## src/rtl/eightbit_io_pkg.sv

```systemverilog
// Shared definitions for the button poller: FSM states, event layout, bus widths.
package eightbit_io_pkg;

    localparam int BTN_COUNT = 4;
    localparam int BTN_IDX_W = 2;
    localparam int ADDR_W    = 5;
    localparam int EVT_W     = 8;

    // Event byte layout: press flag on top, button index in the low bits.
    localparam int EVT_PRESS_BIT = 7;
    localparam int EVT_IDX_MSB   = 1;
    localparam int EVT_IDX_LSB   = 0;

    typedef enum logic [2:0] {
        ST_IDLE = 3'd0,
        ST_REQ  = 3'd1,
        ST_ADDR = 3'd2,
        ST_SAMP = 3'd3,
        ST_DONE = 3'd4
    } poll_state_t;

    // Build an event byte; all bits outside the press flag and index stay 0.
    function automatic logic [EVT_W-1:0] make_event(input logic press,
                                                    input logic [BTN_IDX_W-1:0] idx);
        logic [EVT_W-1:0] e;
        e = '0;
        e[EVT_PRESS_BIT] = press;
        e[EVT_IDX_MSB:EVT_IDX_LSB] = idx;
        return e;
    endfunction

endpackage

```

## src/rtl/event_fifo.sv

```systemverilog
// Small synchronous FIFO with a registered head entry and drop reporting.
module event_fifo
    import eightbit_io_pkg::*;
#(
    parameter int DEPTH = 4
) (
    input  logic             clk,
    input  logic             rst,
    input  logic             push,
    input  logic [EVT_W-1:0] din,
    input  logic             pop,
    output logic [EVT_W-1:0] dout,
    output logic             full,
    output logic             empty,
    output logic             drop
);

    localparam int AW = (DEPTH > 1) ? $clog2(DEPTH) : 1;
    localparam int CW = AW + 1;

    logic [EVT_W-1:0] mem [DEPTH];
    logic [AW-1:0]    rd_ptr;
    logic [AW-1:0]    wr_ptr;
    logic [AW-1:0]    rd_next;
    logic [CW-1:0]    count;
    logic             pop_eff;
    logic             push_eff;

    assign full     = (count == CW'(DEPTH));
    assign empty    = (count == '0);
    // A pop on an empty FIFO is ignored; a push into a full FIFO only lands
    // when a pop frees the head slot in the same cycle.
    assign pop_eff  = pop && !empty;
    assign push_eff = push && (!full || pop_eff);
    assign drop     = push && full && !pop_eff;
    assign rd_next  = rd_ptr + 1'b1;

    // Storage array; no reset needed since only valid entries are ever read.
    always_ff @(posedge clk) begin
        if (push_eff)
            mem[wr_ptr] <= din;
    end

    // Pointers, occupancy and the registered head entry.
    always_ff @(posedge clk or posedge rst) begin
        if (rst) begin
            rd_ptr <= '0;
            wr_ptr <= '0;
            count  <= '0;
            dout   <= '0;
        end else begin
            if (push_eff)
                wr_ptr <= wr_ptr + 1'b1;
            if (pop_eff)
                rd_ptr <= rd_next;
            count <= count + CW'(push_eff) - CW'(pop_eff);
            // Head only moves on a pop or on a push into an empty FIFO.
            if (pop_eff) begin
                if (count == CW'(1))
                    dout <= push_eff ? din : '0;
                else
                    dout <= mem[rd_next];
            end else if (push_eff && empty) begin
                dout <= din;
            end
        end
    end

endmodule

```

## src/rtl/button_poll_controller.sv

```systemverilog
// Bus-mastering poller: reads the 4 buttons each round, debounces them and
// queues press/release events into a FIFO for the CPU.
module button_poll_controller
    import eightbit_io_pkg::*;
#(
    parameter int POLL_PERIOD = 1000,
    parameter int DEBOUNCE    = 3,
    parameter int FIFO_DEPTH  = 4
) (
    input  logic              clk,
    input  logic              rst,
    output logic              bus_req,
    input  logic              bus_gnt,
    output logic [ADDR_W-1:0] dev_address,
    output logic              dev_enable,
    output logic              dev_mode,
    input  logic [7:0]        dev_data,
    output logic              evt_valid,
    output logic [EVT_W-1:0]  evt_data,
    input  logic              evt_pop,
    output logic [BTN_COUNT-1:0] stable_state,
    output logic              overflow,
    input  logic              overflow_clr
);

    localparam int TW    = $clog2(POLL_PERIOD);
    localparam int CNT_W = 4;

    poll_state_t                          state;
    logic [BTN_IDX_W-1:0]                 idx;
    logic [TW-1:0]                        timer;
    logic                                 tick;
    logic [BTN_COUNT-1:0][CNT_W-1:0]      cnt;
    logic [BTN_COUNT-1:0]                 sel;
    logic [BTN_COUNT-1:0]                 differ;
    logic [BTN_COUNT-1:0]                 flip;
    logic                                 sample_now;
    logic                                 push;
    logic [EVT_W-1:0]                     push_evt;
    logic                                 fifo_full;
    logic                                 fifo_empty;
    logic                                 fifo_drop;
    logic [6:0]                           unused_dev_data;

    // Only bit 0 of the device data carries the button level.
    assign unused_dev_data = dev_data[7:1];

    assign tick = (timer == TW'(POLL_PERIOD - 1));

    // Free-running poll timer; wraps every POLL_PERIOD cycles.
    always_ff @(posedge clk or posedge rst) begin
        if (rst)
            timer <= '0;
        else if (tick)
            timer <= '0;
        else
            timer <= timer + 1'b1;
    end

    // Poll sequencer with registered bus outputs. Losing the grant mid-round
    // abandons the round; a tick arriving outside IDLE is simply dropped.
    always_ff @(posedge clk or posedge rst) begin
        if (rst) begin
            state       <= ST_IDLE;
            idx         <= '0;
            bus_req     <= 1'b0;
            dev_enable  <= 1'b0;
            dev_mode    <= 1'b0;
            dev_address <= '0;
        end else begin
            case (state)
                ST_IDLE: begin
                    if (tick) begin
                        state   <= ST_REQ;
                        bus_req <= 1'b1;
                    end
                end
                ST_REQ: begin
                    if (bus_gnt) begin
                        state       <= ST_ADDR;
                        idx         <= '0;
                        dev_enable  <= 1'b1;
                        dev_mode    <= 1'b1;
                        dev_address <= '0;
                    end
                end
                ST_ADDR: begin
                    if (!bus_gnt) begin
                        state       <= ST_IDLE;
                        bus_req     <= 1'b0;
                        dev_enable  <= 1'b0;
                        dev_mode    <= 1'b0;
                        dev_address <= '0;
                    end else begin
                        state <= ST_SAMP;
                    end
                end
                ST_SAMP: begin
                    if (!bus_gnt || idx == BTN_IDX_W'(BTN_COUNT - 1)) begin
                        state       <= bus_gnt ? ST_DONE : ST_IDLE;
                        bus_req     <= 1'b0;
                        dev_enable  <= 1'b0;
                        dev_mode    <= 1'b0;
                        dev_address <= '0;
                    end else begin
                        state       <= ST_ADDR;
                        idx         <= idx + 1'b1;
                        dev_address <= ADDR_W'(idx + 1'b1);
                    end
                end
                ST_DONE: begin
                    state <= ST_IDLE;
                end
                default: begin
                    state <= ST_IDLE;
                end
            endcase
        end
    end

    // The sample is taken at the end of a SAMP cycle, and only while granted.
    assign sample_now = (state == ST_SAMP) && bus_gnt;

    // Per-button debounce decode: which button is sampled and whether it flips.
    always_comb begin
        sel    = '0;
        differ = '0;
        flip   = '0;
        for (int b = 0; b < BTN_COUNT; b++) begin
            sel[b]    = sample_now && (idx == BTN_IDX_W'(b));
            differ[b] = dev_data[0] ^ stable_state[b];
            flip[b]   = sel[b] && differ[b] && (cnt[b] == CNT_W'(DEBOUNCE - 1));
        end
    end

    // Debounce counters and stable levels; a matching sample resets the count.
    always_ff @(posedge clk or posedge rst) begin
        if (rst) begin
            cnt          <= '0;
            stable_state <= '0;
        end else begin
            for (int b = 0; b < BTN_COUNT; b++) begin
                if (sel[b]) begin
                    if (!differ[b]) begin
                        cnt[b] <= '0;
                    end else if (flip[b]) begin
                        cnt[b]          <= '0;
                        stable_state[b] <= ~stable_state[b];
                    end else begin
                        cnt[b] <= cnt[b] + 1'b1;
                    end
                end
            end
        end
    end

    // Only one button is sampled per cycle, so at most one flip can occur.
    assign push     = |flip;
    assign push_evt = make_event(~stable_state[idx], idx);

    event_fifo #(
        .DEPTH (FIFO_DEPTH)
    ) u_fifo (
        .clk   (clk),
        .rst   (rst),
        .push  (push),
        .din   (push_evt),
        .pop   (evt_pop),
        .dout  (evt_data),
        .full  (fifo_full),
        .empty (fifo_empty),
        .drop  (fifo_drop)
    );

    assign evt_valid = ~fifo_empty;

    // Sticky overflow; a new drop wins over a simultaneous clear.
    always_ff @(posedge clk or posedge rst) begin
        if (rst)
            overflow <= 1'b0;
        else if (fifo_drop)
            overflow <= 1'b1;
        else if (overflow_clr)
            overflow <= 1'b0;
    end

endmodule

```

## config.mk

```make
export PLATFORM = sky130hd
export DESIGN_NAME = button_poll_controller
export DESIGN_NICKNAME = d
export VERILOG_FILES = /design/src/rtl/eightbit_io_pkg.sv /design/src/rtl/event_fifo.sv /design/src/rtl/button_poll_controller.sv
export SDC_FILE = /design/constraint.sdc
export NUM_CORES = 1
export LEC_CHECK = 0
export CORE_UTILIZATION = 35
export DETAILED_ROUTE_END_ITERATION = 8
export HOLD_SLACK_MARGIN = 0.1
export PLACE_DENSITY = 0.63
export SYNTH_ARGS = -nofsm -noshare
export SYNTH_HDL_FRONTEND = slang
export SYNTH_SLANG_ARGS = --single-unit
```

## constraint.sdc

```tcl
create_clock -name clk -period 3 [get_ports clk]
set_clock_uncertainty 0.05 [all_clocks]
set_input_delay 0.3 -clock clk [delete_from_list [all_inputs] [get_ports clk]]
set_output_delay 0.3 -clock clk [all_outputs]
set_load 0.01 [all_outputs]
```

======== Word level (Yosys, flattened, before mapping) ========
Memories as Yosys holds them, arrays and structs flattened.
Index checks and enable logic that the tools add are counted.
word-level totals
  input bits .............................. 13
  memory bits (writable) .................. 12
  memories ................................ 1
  flip-flop bits (word level) ............. 58
  logic and storage cells ................. 140
  output and inout port bits .............. 22
memories
  name        depth  width  read ports  clocked after Yosys merged registers in  wr ports  line              RTL
  u_fifo.mem  4      3      1           0                                        1         event_fifo.sv:21  logic [EVT_W-1:0] mem [DEPTH];
cells by class
  mux-type cells .......................... 38
  equal/unequal tests ..................... 18
  add/sub/neg operators ................... 11
  reductions and logical operators ........ 42
  order comparisons ....................... 1
  bitwise logic cells ..................... 10
operators by type and width
  kind                     number
  $mux W4                  8
  $mux W8                  4
  $logic_and A1 B1 Y1      18
  $reduce_and A3 Y1        6
  $add A4 B1 Y4 const B    4
  $eq A4 B2 Y1 const B     4
  $mux W3                  5
  $pmux W5 S3              1
  $pmux W3 S4              1
  $add A10 B1 Y10 const B  1
  $eq A10 B10 Y1 const B   1
  $mux W10                 1
  $mux W5                  2
  $ne A2 B2 Y1 const B     5
  $mux W1                  9
  $reduce_and A4 Y1        2
  $add A2 B1 Y2 const B    3
  $eq A3 B1 Y1 const B     2
  $eq A3 B2 Y1 const B     2
  $logic_not A3 Y1         2
  $mux W2                  3
  $not A1 Y1               6
  $pmux W1 S3              2
  $reduce_bool A2 Y1       3
  16 further kinds         25

======== Longest topological paths before layout ========
Gate-level depths: netlist (run 1).
  word-level depth ........................ 10
  mapped depth ............................ 9
  mapped depth without buffers ............ 9

======== Hierarchy ========
From an unflattened synthesis (run 1), not the netlist that was laid out.
unflattened totals
  cell total of the unflattened synthesis .. 343
  area total of the unflattened synthesis .. 4156.5 µm²
by module, submodules not included
  module                  sequential area each (µm²)  cells an instance  area each (µm²)  times used
  button_poll_controller  1026.0                      224                2180.8           1
  event_fifo              1336.3                      119                1975.6           1

======== Worst setup path before layout (run 1) ========
No wires, ideal clock.
  path kind ............................... register to register
  from .................................... register u_fifo.count[1]
  to ...................................... register u_fifo.count[2]
  clock period less this slack ............ 2.244 ns
  stages on the path, launching flop included .. 8
  path buffers ............................ 0
  library setup time ...................... 0.123 ns
  setup slack ............................. 0.756 ns
  arrival ................................. 2.071 ns
  data required time ...................... 2.827 ns
  path through ............................ dfrtp_1 -> nor3_1 -> nor2b_1 -> ha_1 -> inv_1 -> ha_1 -> fa_1 -> xnor2_1
on the way
  longest elaborated chain between the ends .. 7
  elaborated cells on any way between the ends .. 9
  those cells by class .................... add/sub: 2; eq/ne: 1; reduce/logical: 6
RTL lines
  element                 line              RTL
  start, declared         event_fifo.sv:25  logic [CW-1:0] count;
  start signal, assigned  event_fifo.sv:56  count <= count + CW'(push_eff) - CW'(pop_eff);
  $logic_not A3 Y1        event_fifo.sv:30  assign empty = (count == '0);
  $logic_not A1 Y1        event_fifo.sv:33  assign pop_eff = pop && !empty;
  $logic_and A1 B1 Y1     event_fifo.sv:33
  $logic_or A1 B1 Y1      event_fifo.sv:34  assign push_eff = push && (!full || pop_eff);
  $logic_and A1 B1 Y1     event_fifo.sv:34
  $add A3 B1 Y3           event_fifo.sv:56
  $sub A3 B1 Y3 *         event_fifo.sv:56
Every way passes the cells marked *; elsewhere a longest branch is shown, timed or not.
A chain may end at the register's enable or synchronous reset.

======== Worst setup path after layout (run 1) ========
  from .................................... register cnt[8] in the netlist's numbering
  to ...................................... register u_fifo.count[1]
on the way
  longest elaborated chain between the ends .. 6
RTL lines
  element                          line                           RTL
  start, declared                  button_poll_controller.sv:33   logic [BTN_COUNT-1:0][CNT_W-1:0] cnt;
  start signal, assigned by index  button_poll_controller.sv:150  cnt[b] <= cnt[b] + 1'b1;
  $eq A4 B2 Y1                     button_poll_controller.sv:132  flip[b] = sel[b] && differ[b] && (cnt[b] == CNT_W'(DEBOUNCE - 1));
  $logic_and A1 B1 Y1              button_poll_controller.sv:132
  $reduce_or A4 Y1                 button_poll_controller.sv:158  assign push = |flip;
  $logic_and A1 B1 Y1              event_fifo.sv:34
  $add A3 B1 Y3                    event_fifo.sv:56
  $sub A3 B1 Y3                    event_fifo.sv:56
No other way between the ends.

==> run metrics, run 1 <==
vias=2,325; htree depth=3; kind of critical path=register to register; reg2reg start=cnt[8]$_DFFE_PP0N_; die width=100.2 um; Area Growth Syn to Fin=15.02%; total wire length=6080 um; Die H=100.2 um; element type at the critical path start=register; post-synth cell types=54; number of synthesized flops with an enable pin=12; Worst R2R Path Depth=8; relative slew slack=0.5817; #FFs+latches synth=63; final slew viol count=0; post-route ant nets=0; critical path arrival=2530 ps; initial antenna violation count=0; NumNets Final=388; syn avg cell area=10.25 um2; Slew @ Worst Pin=618.7 ps; cells after synthesis=329; via-per-instance ratio=4.755; met2 GRT Util=0.1981; routed wire length per instance=12.43 um; Setup-failing EPs final=0; first-pass GRT wire length=10,620 um; LEAKAGE=1.591 nW; drt initial violations=97; Gates resized, CTS repair=0; Hold Worst Slack=285.5 ps; placed cell count=473; Antenna Cells=0; 1st-pass router iterations=4; GRT Overall Usage=0.1358; max-cap violations=0; final instance area=3880 um2; pin count of the biggest net entering global routing=28; # IOs=35; Critical Path Source=cnt[8]$_DFFE_PP0N_; dpl hpwl=4407 um; Seq/Total Area, Yosys=0.4852; crit end category=register; pwr dens=558.2 nW/um2; Starting Density=0.3633; RSZ-0062 raised after global routing=no; floorplan core area=9284 um2; yosys warns=0; CP Max Fanout=7; share of layout cells above drive strength 1=0.1139; CTS Root Cell=clkbuf_8; VDD IR max=0.1800 mV; Final Critical Period=2363 ps; Fin. Hold Viols=0; Critical Path RT=3160 ps; Peak Freq=423.2 MHz; M1 GR Usage=0.1871; clock sinks=63; vias in the first global route=2,283; outcome=complete, no violations; Port Buffers=20; Post-synth ARST share=0.8095; buffer levels on the longest clock path=2; Worst-Skew Late Latency=340 ps; fin crit share=0.7877; Die Footprint=10,030 um2; Post-CTS Setup Bufs=0; DRC Markers=0; Top FF cell, synth=dfrtp_1; most used routing layer in global routing=met2; total global routing overflow=0; Hold-fix buffers, CTS=0; Setup TNS=0 ps; Post-Place Cell Area=3704 um2; CTS tree=built; Reg2Reg Setup Slack=640 ps; std cell rows=35; Cell Count, Final, Fillers Out=489; grt met3 use=0.03621; clock-pin slew on the worst setup and hold paths=70 ps; CTS Buf Count=9; worst hold path class=input port to async pin; Synth Cell Area=3373 um2; Placer Congestion=0.8096
==> cell families (layout without fill, tap and decap cells) <==
| family | count (synthesis) | count (layout) | synth area share |
|---|---|---|---|
| buf+inv | 38 | 63 | 0.05638 |
| other cells | 1 | 7 | 0.001112 |
| flops | 63 | 63 | 0.4852 |
| simple gates | 125 | 125 | 0.1951 |
| mux | 10 | 10 | 0.04636 |
| xor+xnor | 19 | 19 | 0.04933 |
| compound gates | 53 | 53 | 0.09014 |
| fa+ha+maj | 20 | 20 | 0.07641 |
==> metrics by stage <==
step | power [mW] | util | worst slack (ps)
floorplan | 1.357 | - | 756.4
global placement | 1.504 | 0.3989 | 382.8
detailed placement | 1.517 | 0.3989 | 333.9
CTS | 2.198 | 0.4179 | 615.3
global route | 2.297 | 0.4179 | 465.0
finish | 2.166 | 0.4179 | 637.0
==> per-layer routing <==
layer	share of wire	wire length [um]
met5	0	0
met2	0.44	2700
met1	0.50	3040
met3	0.034	204
met4	0.022	135
==> placed cells by master (no fill, tap or decap), drive strengths merged, types with 7 or more instances in the layout <==
| cell type | instances |
|---|---|
| clkbuf | 13 |
| edfxtp | 12 |
| xor2 | 9 |
| nand2 | 35 |
| o21ai | 28 |
| xnor2 | 10 |
| nor2 | 27 |
| clkdlybuf4s50 | 20 |
| nand3 | 16 |
| ha | 19 |
| a21oi | 13 |
| nor3 | 7 |
| dfrtp | 51 |
| conb | 7 |
| nand4 | 9 |
| inv | 21 |
==> final timing paths <==
check | end
worst max-delay path | u_fifo.count[1]$_DFF_PP0_
worst min-delay path | timer[8]$_DFF_PP0_
worst max register to register | u_fifo.count[1]$_DFF_PP0_
worst min register to register | timer[8]$_DFF_PP0_
max in group asynchronous | stable_state[3]$_DFFE_PP0P_
min in group clk | timer[8]$_DFF_PP0_
==> critical path, cell delays in order (launching register included) <==
cell and delay, ps:
dfrtp_1 420, inv_1 70, ha_1 160, nor3b_1 350
nand4_1 140, and4_4 250, nor2_4 190, ha_1 190
fa_1 410
==> cells in the mapped netlist (all sizes together), types with 2 or more instances <==
master / instances / area share
a21oi: 13 / 0.020
and2: 4 / 0.0074
buf: 14 / 0.030
clkbuf: 3 / 0.0033
dfrtp: 51 / 0.38
edfxtp: 12 / 0.11
ha: 19 / 0.070
inv: 21 / 0.023
mux2: 5 / 0.017
mux4: 4 / 0.027
nand2: 35 / 0.039
nand2b: 6 / 0.011
nand3: 16 / 0.024
nand4: 9 / 0.019
nor2: 27 / 0.033
nor3: 7 / 0.010
nor3b: 5 / 0.011
nor4: 2 / 0.0082
o21ai: 28 / 0.042
o22ai: 2 / 0.0037
or2: 5 / 0.0093
xnor2: 10 / 0.026
xor2: 9 / 0.023
==> sequential cells by signal, summed over array words and instances (netlist names) <==
signal         flops
dev_mode           1
state              3
u_fifo.mem        12
timer             10
bus_req            1
u_fifo.dout        3
dev_address        3
u_fifo.count       3
cnt               16
overflow           1
u_fifo.wr_ptr      2
stable_state       4
idx                2
u_fifo.rd_ptr      2
==> layout make-up <==
class / count / area (um2)
Clock buffer: 13 / 158.9
Inverter: 21 / 78.83
Timing Repair Buffer: 26 / 257.7
Clock inverter: 3 / 17.52
Fill cell: 912 / 5404
Tap cell: 129 / 161.4
Multi-Input combinational cell: 234 / 1569
Sequential cell: 63 / 1637
==> where the power goes <==
| group | internal [mW] | switching, mW | leakage, nW |
|---|---|---|---|
| Sequential | 0.953 | 0.103 | 0.761 |
| Clock | 0.343 | 0.323 | 0.0894 |
| Combinational | 0.238 | 0.206 | 0.740 |
| Total | 1.53 | 0.632 | 1.59 |
No activity file was read; power rests on OpenSTA's default activity.
==> inputs of run 2 (changes only) <==
clock period = 2.18 ns   (was 3 ns; I/O delays follow)
==> run metrics, run 2 (synthesis results as in run 1) <==
outcome=complete, no violations; total wire length=6327 um (+4.1%); CTS Root Cell=clkbuf_8; std cell rows=35 (unchanged); worst hold path class=input port to async pin; dpl hpwl=4751 um (+7.8%); pin count of the biggest net entering global routing=24 (-14%); max-cap violations=0 (unchanged); Fin. Hold Viols=0 (unchanged); die width=100.2 um (unchanged); RSZ-0062 raised after global routing=yes; Critical Path Source=cnt[4]$_DFFE_PP0N_; critical path arrival=2260 ps (-270 ps); Critical Path, Cell by Cell=inv_1 > ha_1 > nor3b_1 > buf_4 > nand4_1 > and4_4 > nor2_4 > ha_1 > fa_1 > xnor2_1; NumNets Final=413 (+6.4%); Final Critical Period=2082 ps (-280.8 ps); slowest stage delay, CP=370 ps (-50 ps); met2 routed WL=3013 um (+12%); fin crit share=0.9552 (+0.1675); htree depth=3 (unchanged); highest metal used=met4; drt initial violations=95 (-2.1%); Starting Density=0.3633 (unchanged); element type at the critical path start=register; Area Growth Syn to Fin=23.92%; Biggest register=cnt; buffer levels on the longest clock path=2 (unchanged); post-route ant nets=0 (unchanged); slowest stage cell, crit path=fa_1; DRC Markers=0 (unchanged); CTS Buf Count=9 (unchanged); Setup TNS=0 ps (unchanged); DRT met1 WL=3002 um (-1.3%); biggest regs=cnt: 16 flops, u_fifo.mem: 12 flops, timer: 10 flops; Antenna Cells=0 (unchanged); clock-pin slew on the worst setup and hold paths=70 ps (about the same); overall power=3.453 mW (+59%); crit end category=register; clock sinks=63 (unchanged); most common cell after layout, fill and taps aside=dfrtp_1; WL met3=190 um (-6.9%); pwr dens=826.0 nW/um2 (+48%); floorplan core area=9284 um2 (unchanged); Worst-Skew Late Latency=350 ps (about the same); number of fill cells=882 (-3.3%); Peak Freq=480.2 MHz (+13%); Setup-failing EPs final=0 (unchanged); vias in the first global route=2,390 (+4.7%); Die H=100.2 um (unchanged); max FFs per register=16 (unchanged); GRT Overall Usage=0.1420 (+0.006188); routed wire length per instance=12.31 um (-1.0%); CP Max Fanout=2 (-5); first-pass GRT wire length=11,000 um (+3.6%); VDD IR max=0.3251 mV (+81%); 1st-pass router iterations=4 (unchanged); initial antenna violation count=0 (unchanged); total global routing overflow=0 (unchanged); via-per-instance ratio=4.749 (-0.12%); vias=2,441 (+5.0%); reg2reg start=cnt[4]$_DFFE_PP0N_; Port Buffers=20 (unchanged); LEAKAGE=1.777 nW (+12%); most frequent cells in the layout=51 x dfrtp_1, 35 x nand2_1, 30 x buf_4, 28 x o21ai_0, 25 x nor2_1; Worst path most repeated cell=ha_1; Die Footprint=10,030 um2 (unchanged); CTS tree=built; final slew viol count=0 (unchanged); kind of critical path=register to register; Critical Path RT=2360 ps (-800 ps); # IOs=35 (unchanged); share of layout cells above drive strength 1=0.1870 (+0.07312); Placer Congestion=0.8304 (+2.6%)
run 2: layer usage:
layer | vias up | global-route usage
met3 | 15 | 0.03273
met2 | 35 | 0.2260
met4 | 0 | 0.06800
li1 | 1227 | -
met5 | - | 0
met1 | 1164 | 0.1830
run 2: final timing paths:
| path | cells after the start | slack [ps] | end |
|---|---|---|---|
| worst max-delay path | 10 | 100 | u_fifo.count[2]$_DFF_PP0_ |
| worst min-delay path | 2 | 130 | cnt[0]$_DFFE_PP0N_ |
| worst max register to register | 10 | 100 | u_fifo.count[2]$_DFF_PP0_ |
| worst min register to register | 1 | 430 | timer[0]$_DFF_PP0_ |
| max in group asynchronous | 3 | 1430 | u_fifo.wr_ptr[1]$_DFFE_PP0P_ |
| min in group clk | 2 | 390 | overflow$_DFFE_PP0P_ |
run 2: critical path, delay by kind of cell, from the launching register on:
| kind | cells | cell delay (ps) |
|---|---|---|
| flip-flops | 1 | 350 |
| XOR/XNOR | 1 | 130 |
| AND/OR/NAND/NOR | 4 | 500 |
| buffers and inverters | 2 | 190 |
| adder cells (fa/ha/maj) | 3 | 750 |
run 2: per-stage QoR:
stage               std cells  hold slack (ps)  cell area (um2)  setup WS, ps    util
floorplan                 335            275.3             3401         70.30       -
global placement          496            420.7             3881        -94.14  0.4181
detailed placement        496            425.1             3881        -132.2  0.4181
CTS                       512            139.7             4150         69.60  0.4470
global route              514            162.4             4180        -29.80  0.4503
finish                    514            134.1             4180         97.75  0.4503
run 2: what timing repair did:
| item | CTS | global route |
|---|---|---|
| buffers inserted | 0 | 2 |
| endpoints found under the setup margin | 0 | 7 |
| resized for setup | 0 | 3 |
| hold buffers | 0 | 0 |
run 2: layout make-up:
cell class                 count  area (um2)  share of cell area
multi-input combinational    234        1589              0.3801
clock buffer                   9       123.9             0.02963
sequential                    63        1637              0.3915
timing repair buffer          51       445.4              0.1066
inverter                      21       78.83             0.01886
clock inverter                 7       145.1             0.03472
tap                          129       161.4             0.03861
run 2: report_power, final:
| group | internal (mW) | total (mW) | switching [mW] |
|---|---|---|---|
| clock network | 0.878 | 1.35 | 0.476 |
| logic | 0.359 | 0.660 | 0.300 |
| registers | 1.31 | 1.44 | 0.127 |
==> inputs of run 3 (changes only) <==
CORE_MARGIN = 3   (was default)
==> run metrics, run 3 (synthesis results as in run 1) <==
outcome=complete, no violations; critical path arrival=2220 ps (-40 ps); CP Max Fanout=2 (unchanged); CTS Root Cell=clkbuf_8; Critical Path RT=2340 ps (-20 ps); worst hold path class=input port to async pin; drt initial violations=68 (-28%); routed wire length per instance=12.54 um (+1.9%); Port Buffers=20 (unchanged); GRT Overall Usage=0.1258 (-0.01613); WL met3=225 um (+18%); most frequent cells in the layout=51 x dfrtp_1, 35 x nand2_1, 29 x buf_4, 28 x o21ai_0, 25 x nor2_1; Hold-fix buffers, CTS=0 (unchanged); fin crit share=0.9424 (-0.01272); Final Critical Period=2055 ps (-27.74 ps); Net Sw Frac=0.2662 (+0.004480); first-pass GRT wire length=11,100 um (+0.88%); Worst-Skew Late Latency=340 ps (about the same); Peak Freq=486.7 MHz (+1.4%); max-cap violations=0 (unchanged); crit end category=register; Die Footprint=10,850 um2 (+8.1%); Fin. Hold Viols=0 (unchanged); total global routing overflow=0 (unchanged); Starting Density=0.3633 (unchanged); kind of critical path=register to register; CTS tree=built; # IOs=35 (unchanged); 1st-pass router iterations=4 (unchanged); die width=104.2 um (+4.0%); pwr dens=810.4 nW/um2 (-1.9%); Setup-failing EPs final=0 (unchanged); vias=2,472 (+1.3%); switching pwr=0.8959 mW (-0.87%); Biggest register=cnt; floorplan core area=9284 um2 (unchanged); Util after Layout=0.4473 (-0.002965); RSZ-0062 raised after global routing=no; Die H=104.2 um (+4.0%); final slew viol count=0 (unchanged); DRT met1 WL=2980 um (-0.73%); share of layout cells above drive strength 1=0.1880 (+0.0009766); internal cell power=2.469 mW (-3.1%); std cell rows=35 (unchanged); total wire length=6421 um (+1.5%); met2 routed WL=3078 um (+2.2%); combinational share of power=0.203 (+0.012); buffer levels on the longest clock path=2 (unchanged); via-per-instance ratio=4.828 (+1.7%); highest metal used=met4; max FFs per register=16 (unchanged); biggest regs=cnt: 16 flops, u_fifo.mem: 12 flops, timer: 10 flops; LEAKAGE=1.745 nW (-1.8%); Clock power frac=0.372 (-0.020); most common cell after layout, fill and taps aside=dfrtp_1; CTS Buf Count=9 (unchanged); number of fill cells=903 (+2.4%); clock-pin slew on the worst setup and hold paths=70 ps (about the same); element type at the critical path start=register; initial antenna violation count=0 (unchanged); Area Growth Syn to Fin=23.11%; DRC Markers=0 (unchanged); clock sinks=63 (unchanged); Placer Congestion=0.7877 (-5.1%); Antenna Cells=0 (unchanged); sequential fraction of design power=0.425 (+0.008); NumNets Final=411 (-0.48%); overall power=3.365 mW (-2.5%); VDD IR max=0.3369 mV (+3.6%); htree depth=3 (unchanged); vias in the first global route=2,340 (-2.1%); post-route ant nets=0 (unchanged); pin count of the biggest net entering global routing=24 (unchanged); dpl hpwl=4887 um (+2.9%)
[run 3: cell types whose count changed in the layout (fill, tap and decap cells not counted), sizes merged]
cell / delta
buf: -2
clkbuf: +2
clkinv: -2
bufinv: -1
clkinvlp: +1
[run 3: worst paths after layout]
kind,startpoint,end,slack [ps],cells after the start
min,rst,timer[9]$_DFF_PP0_,160,2
max,cnt[12]$_DFFE_PP0N_,u_fifo.count[1]$_DFF_PP0_,130,8
min reg2reg,timer[8]$_DFF_PP0_,timer[8]$_DFF_PP0_,440,1
max reg2reg,cnt[12]$_DFFE_PP0N_,u_fifo.count[1]$_DFF_PP0_,130,8
min in group clk,overflow_clr,overflow$_DFFE_PP0P_,420,2
max in group asynchronous,rst,cnt[12]$_DFFE_PP0N_,1350,3
[run 3: repair_timing]
action                     in CTS  in global routing
gates resized for setup         1                  7
setup buffers                   0                  0
setup endpoints to repair       1                 13
pin swaps                       0                  2
[run 3: area by class of cell]
type,instances,area [um2],area share
Sequential cell,63,1637,0.3941
Multi-Input combinational cell,234,1612,0.3881
Inverter,21,78.83,0.01898
Clock inverter,5,105.1,0.02531
Tap cell,129,161.4,0.03887
Clock buffer,11,141.4,0.03405
Timing Repair Buffer,49,417.9,0.1006
[run 3: power groups by stage]
stage	clock network, mW	logic, mW	registers [mW]
2_1_floorplan	0	0.408	1.47
3_3_place_gp	0	0.667	1.45
3_5_place_dp	0	0.686	1.46
4_1_cts	1.28	0.690	1.43
5_1_grt	1.34	0.755	1.45
6_report	1.25	0.682	1.43
[run 3: worst max-delay path, cell delays in order (launching register included)]
cell     delay (ps)
dfrtp_1         380
inv_1            60
ha_1            170
nor3b_2         230
nand4_1         120
and4_4          210
nor2_4          120
ha_2            180
fa_1            410
[run 3: through the flow]
stage | cell area, um2 | TNS [ps] | std cells | hold WS (ps) | worst slack, ps
final | 4153 | 0 | 512 | 163.2 | 125.5
after global routing | 4153 | 0 | 512 | 201.2 | 8.750
after CTS | 4120 | 0 | 512 | 173.3 | 2.131
after detailed placement | 3869 | -1480 | 496 | 433.5 | -169.6
after global placement | 3869 | -702.5 | 496 | 417.9 | -114.5
after floorplan | 3401 | 0 | 335 | 275.3 | 70.30
[run 3: routing by layer]
metal,vias to the layer above,track usage
met1,1202,0.1634
li1,1220,-
met2,40,0.1996
met3,10,0.03166
met4,0,0.05413
met5,-,0
